<file path="config.mk">
export PLATFORM = sky130hd
export DESIGN_NAME = snax_hwpe_tcdm_bridge
export DESIGN_NICKNAME = d
export VERILOG_FILES = /design/src/rtl/snax_hwpe_tcdm_bridge.sv
export SDC_FILE = /design/constraint.sdc
export NUM_CORES = 1
export LEC_CHECK = 0
export BUFFER_PORTS_ARGS = -buffer_cell sky130_fd_sc_hd__buf_4
export CORE_AREA = 2 2 545 547
export CTS_BUF_LIST = sky130_fd_sc_hd__clkbuf_16
export DETAILED_ROUTE_END_ITERATION = 12
export DIE_AREA = 0 0 547 549
export PLACE_DENSITY = 0.51
export SETUP_SLACK_MARGIN = 0.1
export SLEW_MARGIN = 25
export SYNTH_ARGS = -nofsm -noshare
export SYNTH_HDL_FRONTEND = slang
export SYNTH_SLANG_ARGS = --single-unit
export TNS_END_PERCENT = 50
</file>
<file path="constraint.sdc">
create_clock -name clk_i -period 4.5 [get_ports clk_i]
set_clock_uncertainty 0.2 [all_clocks]
set_input_delay 0.45 -clock clk_i [delete_from_list [all_inputs] [get_ports clk_i]]
set_output_delay 0.45 -clock clk_i [all_outputs]
set_load 0.05 [all_outputs]
</file>
<file path="src/rtl/snax_hwpe_tcdm_bridge.sv">
// snax_hwpe_tcdm_bridge: per-channel bridge from HWPE TCDM master ports
// (req/gnt, r_valid) to reqrsp TCDM ports (q_valid/q_ready, p_valid).
// Each channel owns a request FIFO without fall-through and a credit counter
// that bounds the number of reads in flight. Responses pass straight through.

package snax_hwpe_tcdm_bridge_pkg;

    typedef enum logic [3:0] {
        AMONone = 4'h0,
        AMOSwap = 4'h1,
        AMOAdd  = 4'h2,
        AMOAnd  = 4'h3,
        AMOOr   = 4'h4,
        AMOXor  = 4'h5,
        AMOMax  = 4'h6,
        AMOMaxu = 4'h7,
        AMOMin  = 4'h8,
        AMOMinu = 4'h9,
        AMOLR   = 4'hA,
        AMOSC   = 4'hB
    } amo_op_e;

    // Default reqrsp channel types for AddrWidth=32, DataWidth=64.
    typedef struct packed {
        logic [31:0] addr;
        logic        write;
        amo_op_e     amo;
        logic [63:0] data;
        logic [7:0]  strb;
        logic        user;
    } tcdm_req_chan_t;

    typedef struct packed {
        tcdm_req_chan_t q;
        logic           q_valid;
    } tcdm_req_t;

    typedef struct packed {
        logic [63:0] data;
    } tcdm_rsp_chan_t;

    typedef struct packed {
        logic           q_ready;
        tcdm_rsp_chan_t p;
        logic           p_valid;
    } tcdm_rsp_t;

endpackage

module snax_hwpe_tcdm_bridge #(
    parameter int unsigned NumChannels    = 4,
    parameter int unsigned AddrWidth      = 32,
    parameter int unsigned DataWidth      = 64,
    parameter int unsigned FifoDepth      = 4,
    parameter int unsigned MaxOutstanding = 8,
    parameter type tcdm_req_t = snax_hwpe_tcdm_bridge_pkg::tcdm_req_t,
    parameter type tcdm_rsp_t = snax_hwpe_tcdm_bridge_pkg::tcdm_rsp_t,
    localparam int unsigned StrbWidth = DataWidth / 8
) (
    input  logic                             clk_i,
    input  logic                             rst_ni,
    input  logic [NumChannels-1:0]           hwpe_req_i,
    output logic [NumChannels-1:0]           hwpe_gnt_o,
    input  logic [NumChannels*AddrWidth-1:0] hwpe_add_i,
    input  logic [NumChannels-1:0]           hwpe_wen_i,
    input  logic [NumChannels*StrbWidth-1:0] hwpe_be_i,
    input  logic [NumChannels*DataWidth-1:0] hwpe_data_i,
    output logic [NumChannels*DataWidth-1:0] hwpe_r_data_o,
    output logic [NumChannels-1:0]           hwpe_r_valid_o,
    output tcdm_req_t                        tcdm_req_o [NumChannels],
    input  tcdm_rsp_t                        tcdm_rsp_i [NumChannels],
    output logic                             busy_o
);

    localparam int unsigned PtrW = $clog2(FifoDepth);
    localparam int unsigned CntW = $clog2(FifoDepth + 1);
    localparam int unsigned OutW = $clog2(MaxOutstanding + 1);

    // Parameter sanity, rejected at elaboration.
    if (DataWidth % 8 != 0) begin : g_err_data_width
        $error("snax_hwpe_tcdm_bridge: DataWidth must be a multiple of 8");
    end
    if (FifoDepth < 2) begin : g_err_fifo_depth
        $error("snax_hwpe_tcdm_bridge: FifoDepth must be at least 2");
    end
    if (MaxOutstanding < 1) begin : g_err_max_outstanding
        $error("snax_hwpe_tcdm_bridge: MaxOutstanding must be at least 1");
    end

    logic [NumChannels-1:0] busy_ch;

    for (genvar c = 0; c < NumChannels; c++) begin : g_ch

        // Request FIFO storage; data words are never reset, only the pointers.
        logic [AddrWidth-1:0] addr_mem  [FifoDepth];
        logic                 write_mem [FifoDepth];
        logic [DataWidth-1:0] data_mem  [FifoDepth];
        logic [StrbWidth-1:0] strb_mem  [FifoDepth];

        logic [PtrW-1:0] wr_ptr;
        logic [PtrW-1:0] rd_ptr;
        logic [CntW-1:0] fill;
        logic [OutW-1:0] outstanding;

        logic      fifo_full;
        logic      fifo_empty;
        logic      credit_ok;
        logic      is_read;
        logic      push;
        logic      pop;
        logic      read_push;
        logic      rsp_taken;
        tcdm_req_t req_d;

        assign is_read    = hwpe_wen_i[c];
        assign fifo_full  = (fill == CntW'(FifoDepth));
        assign fifo_empty = (fill == '0);
        assign credit_ok  = (outstanding < OutW'(MaxOutstanding));

        // Fullness is the registered fill level, so a pop in this cycle does
        // not reopen the grant until the next one.
        assign hwpe_gnt_o[c] = hwpe_req_i[c] & ~fifo_full & (is_read ? credit_ok : 1'b1);

        assign push      = hwpe_gnt_o[c];
        assign pop       = ~fifo_empty & tcdm_rsp_i[c].q_ready;
        assign read_push = push & is_read;
        // A response with no read in flight is ignored so the counter
        // saturates at zero instead of wrapping.
        assign rsp_taken = tcdm_rsp_i[c].p_valid & (outstanding != '0);

        // Write a granted request into the slot at the write pointer.
        always_ff @(posedge clk_i) begin
            if (push) begin
                addr_mem[wr_ptr]  <= hwpe_add_i[c*AddrWidth +: AddrWidth];
                write_mem[wr_ptr] <= ~hwpe_wen_i[c];
                data_mem[wr_ptr]  <= hwpe_data_i[c*DataWidth +: DataWidth];
                strb_mem[wr_ptr]  <= hwpe_be_i[c*StrbWidth +: StrbWidth];
            end
        end

        // FIFO pointers and fill level; pointers wrap for any depth.
        always_ff @(posedge clk_i or negedge rst_ni) begin
            if (!rst_ni) begin
                wr_ptr <= '0;
                rd_ptr <= '0;
                fill   <= '0;
            end else begin
                if (push) begin
                    wr_ptr <= (wr_ptr == PtrW'(FifoDepth - 1)) ? '0 : wr_ptr + 1'b1;
                end
                if (pop) begin
                    rd_ptr <= (rd_ptr == PtrW'(FifoDepth - 1)) ? '0 : rd_ptr + 1'b1;
                end
                case ({push, pop})
                    2'b10:   fill <= fill + 1'b1;
                    2'b01:   fill <= fill - 1'b1;
                    default: fill <= fill;
                endcase
            end
        end

        // Reads take credit when they are queued and return it on response.
        always_ff @(posedge clk_i or negedge rst_ni) begin
            if (!rst_ni) begin
                outstanding <= '0;
            end else begin
                case ({read_push, rsp_taken})
                    2'b10:   outstanding <= outstanding + 1'b1;
                    2'b01:   outstanding <= outstanding - 1'b1;
                    default: outstanding <= outstanding;
                endcase
            end
        end

        // Present the FIFO head on the reqrsp request channel.
        always_comb begin
            req_d         = '0;
            req_d.q_valid = ~fifo_empty;
            req_d.q.addr  = addr_mem[rd_ptr];
            req_d.q.write = write_mem[rd_ptr];
            req_d.q.amo   = snax_hwpe_tcdm_bridge_pkg::AMONone;
            req_d.q.data  = data_mem[rd_ptr];
            req_d.q.strb  = strb_mem[rd_ptr];
            req_d.q.user  = '0;
        end

        assign tcdm_req_o[c] = req_d;

        assign hwpe_r_data_o[c*DataWidth +: DataWidth] = tcdm_rsp_i[c].p.data;
        assign hwpe_r_valid_o[c]                       = tcdm_rsp_i[c].p_valid;

        assign busy_ch[c] = ~fifo_empty | (outstanding != '0);

        // The TCDM side must never answer more reads than were issued.
        a_no_spurious_rsp : assert property (
            @(posedge clk_i) disable iff (!rst_ni)
            tcdm_rsp_i[c].p_valid |-> (outstanding != '0)
        ) else $error("snax_hwpe_tcdm_bridge ch%0d: p_valid with no read outstanding", c);

    end

    assign busy_o = |busy_ch;

endmodule

</file>
==> run metrics, run 1 <==
fraction of final layout cells sized beyond drive strength 1 40.68%; ys async rst share 2.552%; Clock transition at path regs 0.06 ns; latest clock arrival within the worst-skew pair 0.84 ns; XOR/XNOR Fraction of Synth Area 0.4279%; status complete, no violations; port buffer count 866; Worst EP arrival 3.01 ns; vias in the first global route 34190; FMAX 273.2 MHz; Yosys reg bits 1724; initial antenna violation count 36; first-pass GRT wire length 265.1 mm; Synth Area in Adders 0.8099%; syn_area_per_cell 23.79 µm²; CP required 3.85 ns; maxcap violations 0; Die ar. 0.3003 mm²; standard-cell rows 200; Core Area 0.2950 mm²; crit-path max FO 39; minimum hold slack 0.06478 ns; die height 549 µm; Placer Congestion 0.7434; CP max-delay cell dfrtp_4; NumNets Final 4684; WL/cell 23.71 µm; Mapped Area 0.06550 mm²; Max-slew headroom 39.05%; Setup crit start g_ch[0].rd_ptr[0]; CP Capture Type output pin; CP Cell Sequence buf_12, mux4_2, buf_4; Detailed Route Iter0 Violations 2289; DR DRC count 0; # IOs 1399; Final Setup Violations 0; r2r startpoint g_ch[3].outstanding[0]; Synth Area in Simple Gates 0.6533%; family with the most delay on the worst path flip-flops; multiplexer share of the synthesized area 14.76%; main flop type after synthesis edfxtp_1; Reg2Reg Setup Slack 1.82 ns; compound-cell area share of the yosys netlist 0.2827%; RSZ-0062 raised after global routing no; overall via count from detail_route 32220; CP peak stage delay 0.91 ns; htree depth 4; Post-DP HPWL 133.1 mm; Worst Path Buf+Inv 2; WS Path Type reg -> out; max-slew violation count 0; routed wire length 191.1 mm; Worst Max-Slew Pin Slew 0.9143 ns; DR pass1 iterations 7; gr ovfl total 0; cell area power density 720.6 mW/mm²; minimum clock period 3.660 ns; final hold violation count 0; Tot GR Track Use 12.27%; Die W 547 µm; CTS tree yes; Final Cycle Share 81.33%; Yosys cell types 33; Post-DRT Antenna Nets 0; largest net degree at the start of global routing 76; post-synthesis instance total 2753; Setup TNS Final 0 ns; Vias/cell 3.998; P_leak 28.92 nW; CTS Sinks 1724; CP Launch Type flop; TritonCTS Buffers 188; Area Growth Syn to Fin 30.54%; PostCTS Resize Cnt 0; Hold Path Class in -> async; Yosys warning count 0; post-synthesis sequential area ratio 78.70%; largest family of logic cells by synthesized area multiplexers; initial core utilization 22.20%; maximum clock path buffer count 4; EDFF count, synth 1680; Root Driver clkbuf_16; Worst VDD drop 0.7097 mV
[final cells by class]
type	count	area [µm²]
flip-flops and latches	1724	51580
clock inverters	145	1070
diodes	20	50.05
clock buffers	191	4780
multi-input cells	636	11250
repair buffers	1372	11740
well taps	3939	4928
fillers	28880	209500
inverters	32	120.1
[metal layers]
metal  global-route usage [%]  wire [µm]
met5                   0.6331        387
met1                    13.38      68680
met2                    19.19      87860
met4                    7.864      13270
met3                    5.677      20880
[cells by family after synthesis]
kind of cell,count (synthesis)
fa+ha+maj,40
mux,439
simple gates,80
flops,1724
buf+inv,412
xor+xnor,32
other cells,1
compound gates,25
[registers in the layout (all words and copies together) (netlist names)]
| signal | cells |
|---|---|
| g_ch.strb_mem | 128 |
| g_ch.wr_ptr | 8 |
| g_ch.rd_ptr | 8 |
| g_ch.outstanding | 16 |
| g_ch.addr_mem | 512 |
| g_ch.data_mem | 1024 |
| g_ch.write_mem | 16 |
| g_ch.fill | 12 |
[synth_stat cells, types with 6 or more instances]
master | n | area, µm²
mux2_2 | 16 | 180.2
and2_1 | 16 | 100.1
inv_1 | 32 | 120.1
buf_2 | 52 | 260.3
xor2_1 | 24 | 210.2
nor3_1 | 6 | 30.03
nor2_1 | 12 | 45.04
o21ai_0 | 7 | 35.03
nand2_1 | 22 | 82.58
xnor2_1 | 8 | 70.07
buf_4 | 288 | 2162
dfrtp_1 | 44 | 1101
edfxtp_1 | 1680 | 50450
clkbuf_1 | 20 | 75.07
ha_1 | 36 | 450.4
buf_6 | 16 | 180.2
mux4_2 | 420 | 9459
nor2b_1 | 8 | 50.05
[path summary, 6_finish.rpt]
| check | end | cells past startpoint |
|---|---|---|
| worst max-delay path | tcdm_req_o[353] | 3 |
| worst min-delay path | g_ch[1].fill[1] | 2 |
| worst max register to register | g_ch[3].outstanding[2] | 9 |
| worst min register to register | g_ch[1].fill[1] | 2 |
| max in group asynchronous | g_ch[3].rd_ptr[1] | 2 |
| min in group clk_i | g_ch[1].data_mem[3][4] | 2 |
[layout by cell type, fill, tap and decap left out, types with 4 or more instances in the layout]
cell type | synthesis | final
buf_12 | 0 | 29
xnor2_1 | 8 | 8
and2_4 | 0 | 16
xor2_1 | 24 | 24
mux2_2 | 16 | 16
diode_2 | 0 | 20
buf_4 | 288 | 914
a21oi_1 | 4 | 4
nand2_1 | 22 | 22
ha_1 | 36 | 36
dfrtp_4 | 0 | 8
nor4_2 | 0 | 4
nor2_1 | 12 | 12
clkinv_1 | 0 | 35
clkinv_4 | 0 | 4
a31oi_2 | 4 | 4
nor3_1 | 6 | 6
conb_1 | 1 | 20
a21o_1 | 4 | 4
o21ai_0 | 7 | 7
dfrtp_1 | 44 | 36
bufinv_16 | 0 | 11
fa_1 | 4 | 4
inv_1 | 32 | 77
dlygate4sd3_1 | 0 | 429
mux4_2 | 420 | 420
inv_6 | 0 | 5
clkbuf_16 | 0 | 191
nor2b_1 | 8 | 8
nor4b_1 | 4 | 4
or3_1 | 4 | 4
clkinv_2 | 0 | 35
edfxtp_1 | 1680 | 1680
[worst register-to-register path, delay by kind of cell (launching register included)]
family | cells | cell delay [ns]
and+or+nand+nor | 3 | 0.84
xor gates and xnor gates | 3 | 0.46
DFF | 1 | 0.45
adders and majority gates | 2 | 0.47
AOI/OAI and AO/OA | 1 | 0.14
[where the power goes]
| part | internal (mW) | total, mW | leakage, nW | switching [mW] |
|---|---|---|---|---|
| Combinational | 8.30 | 24.9 | 10.0 | 16.6 |
| Clock | 8.34 | 14.6 | 3.05 | 6.28 |
| Sequential | 20.9 | 22.1 | 15.8 | 1.27 |
[repair_timing]
item	in CTS	in global routing
endpoints found under the hold margin	1752	0
hold buffers	429	0
setup buffers	0	0
[stage by stage]
| step | total power [mW] | instance area, µm² | std cells | setup WS [ns] | util [%] |
|---|---|---|---|---|---|
| after global placement | 47.39 | 75290 | 7273 | 0.1107 | 25.52 |
| final | 61.62 | 85510 | 8059 | 0.8402 | 28.98 |
| after floorplan | 39.67 | 65580 | 2772 | 0.4949 | - |
| after CTS | 62.78 | 85460 | 8039 | 0.6254 | 28.97 |
| after global routing | 64.19 | 85500 | 8053 | 0.5724 | 28.98 |
| after detailed placement | 47.54 | 75320 | 7274 | 1.569 | 25.53 |
(Power assumes the default switching activity.)
==> run 2, diff against run 1 <==
--- a/config.mk
+++ b/config.mk
@@ -10,7 +10,7 @@
 export CTS_BUF_LIST = sky130_fd_sc_hd__clkbuf_16
 export DETAILED_ROUTE_END_ITERATION = 12
 export DIE_AREA = 0 0 547 549
-export PLACE_DENSITY = 0.51
+export PLACE_DENSITY = 0.53
 export SETUP_SLACK_MARGIN = 0.1
 export SLEW_MARGIN = 25
 export SYNTH_ARGS = -nofsm -noshare
==> constraint.sdc (replaced) <==
create_clock -name clk_i -period 3.3 [get_ports clk_i]
set_clock_uncertainty 0.2 [all_clocks]
set_input_delay 0.33 -clock clk_i [delete_from_list [all_inputs] [get_ports clk_i]]
set_output_delay 0.33 -clock clk_i [all_outputs]
set_load 0.05 [all_outputs]
==> run 2 against run 1 <==
Compared with the run above:
- critical path depth is 1 higher
- critical path type unchanged
- first-iteration DRC count rose by 2.7%
- register-to-register slack worse by 1.2 ns
- setup slack got worse by 0.60 ns
- hold slack gained 0.020 ns
- power grew 40%
- routed wire length grew 2.5%
- die area unchanged
- global-route usage increased by 0.35 points
- sequential power grew 35%
- core utilization up 1.1 points
- largest power group unchanged
==> run metrics, run 2 (synthesis gave the netlist of run 1 again) <==
status complete, no violations; RSZ-0062 raised after global routing yes; # IOs 1399; latest clock arrival within the worst-skew pair 0.82 ns; fillcell total 28700; largest reg by FF count g_ch.data_mem; Final Setup Violations 0; Flop pwr share 34.6%; Final Cycle Share 92.70%; Inst Count DP 7321; final hold violation count 0; minimum hold slack 0.08452 ns; Worst Max-Slew Pin Slew 0.6256 ns; initial antenna violation count 36; fraction of final layout cells sized beyond drive strength 1 40.04%; cell area power density 968.3 mW/mm²; CP required 2.77 ns; port buffer count 866; maximum clock path buffer count 4; standard-cell rows 200; Area Growth Syn to Fin 35.67%; htree depth 4; Worst VDD drop 0.8133 mV; overall via count from detail_route 33300; Detailed Route Iter0 Violations 2351; FMAX 326.9 MHz; Clock transition at path regs 0.06 ns; Clk pwr share 23.5%; Regs by FF count g_ch.data_mem (1024), g_ch.addr_mem (512), g_ch.strb_mem (128); CTS tree yes; post-route insts no fill 8336; most frequent cells in the layout edfxtp_1, buf_4, dlygate4sd3_1; final core occ 30.12%; largest net degree at the start of global routing 42; Post-DP HPWL 138.0 mm; Die W 547 µm; vias in the first global route 35840; Vias/cell 3.995; P_sw 33.44 mW; crit-path most repeated cell buf_4; CP peak stage delay 0.57 ns; CP Capture Type output pin; WS Path Type reg -> out; minimum clock period 3.059 ns; P_int 52.61 mW; WL/cell 23.49 µm; TritonCTS Buffers 190; NumNets Final 4966; maxcap violations 0; max-slew violation count 0; Sw Ratio 38.86%; CP Launch Type flop; Root Driver clkbuf_16; Reg2Reg Setup Slack 0.67 ns; Hold Path Class in -> reg; Tot GR Track Use 12.62%; die height 549 µm; gr ovfl total 0; initial core utilization 22.20%; P_leak 30.34 nW; routed wire length 195.8 mm; Die ar. 0.3003 mm²; DR DRC count 0; Core Area 0.2950 mm²; first-pass GRT wire length 273.8 mm; Setup TNS Final 0 ns; CTS Sinks 1724; Placer Congestion 0.7426; Worst EP arrival 2.53 ns; commonest non-fill, non-tap cell in the layout edfxtp_1; Max-slew headroom 58.29%; Comb power frac 41.9%; DR pass1 iterations 6; CP max-delay cell dfrtp_4; Post-DRT Antenna Nets 0; crit-path max FO 12; CP Cell Sequence buf_4, buf_16, mux4_2, buf_4; max reg flops 1024
## run 2: changes by cell type in the layout (fill, tap and decap cells not counted), moves of 5 or more
cell | previous run | this run
inv_1 | 77 | 66
buf_16 | 0 | 5
dlygate4sd3_1 | 429 | 633
buf_6 | 0 | 6
buf_4 | 914 | 929
inv_6 | 5 | 10
buf_8 | 0 | 17
clkinv_1 | 35 | 42
buf_12 | 29 | 61
clkinvlp_4 | 3 | 8
## run 2: area by class of cell
class | count | area (µm²) | share of cell area (%)
antenna | 16 | 40.04 | 0.04505
clock buffer | 190 | 4755 | 5.350
clock inverter | 147 | 1156 | 1.301
inverter | 32 | 120.1 | 0.1352
multi-input combinational | 636 | 11270 | 12.68
sequential | 1724 | 51580 | 58.04
tap | 3939 | 4928 | 5.546
timing repair buffer | 1652 | 15020 | 16.90
## run 2: worst paths after layout
path / cells after the start / endpoint / startpoint
min reg2reg: 1 / g_ch[1].fill[0] / g_ch[1].fill[0]
max reg2reg: 11 / g_ch[2].outstanding[2] / g_ch[2].outstanding[3]
max: 4 / tcdm_req_o[206] / g_ch[2].rd_ptr[0]
max in group asynchronous: 4 / g_ch[3].rd_ptr[0] / rst_ni
min in group asynchronous: 3 / g_ch[0].wr_ptr[0] / rst_ni
min: 2 / g_ch[3].data_mem[0][21] / hwpe_data_i[213]
## run 2: per-layer routing
| layer | GRT usage, % | part of all wire [%] |
|---|---|---|
| met1 | 14.28 | 37 |
| met3 | 5.347 | 10 |
| met2 | 20.28 | 47 |
| met5 | 0.5698 | 0.15 |
| met4 | 6.417 | 5.2 |
## run 2: repair_timing
item / CTS / global route
buffers inserted: 24 / 2
gates cloned: 1 / 1
resized for setup: 49 / 9
endpoints found under the hold margin: 1766 / 0
endpoints found under the setup margin: 341 / 34
hold buffers: 634 / 0
pin swaps: 1 / 1
## run 2: power by group through the flow
stage                     clock network, mW  logic, mW  registers [mW]
final                                  20.2       36.0            29.8
after detailed placement                  0       34.9            30.6
after global placement                    0       34.8            30.3
after CTS                              20.8       36.7            29.9
after global routing                   21.6       37.8            30.2
after floorplan                           0       24.2            29.8
## run 2: critical path, delay by kind of cell (launching register included)
| family | cells | cell delay [ns] |
|---|---|---|
| buf+inv | 3 | 0.59 |
| flops | 1 | 0.57 |
| mux | 1 | 0.54 |
## run 2: metrics by stage
step	cell area, µm²	power [mW]	setup slack [ns]
detailed placement	76000	65.46	0.3682
CTS	88760	87.42	-0.07299
global route	88860	89.59	0.09592
floorplan	65590	53.98	-0.6592
global placement	75980	65.17	-0.5804
finish	88870	86.05	0.2409
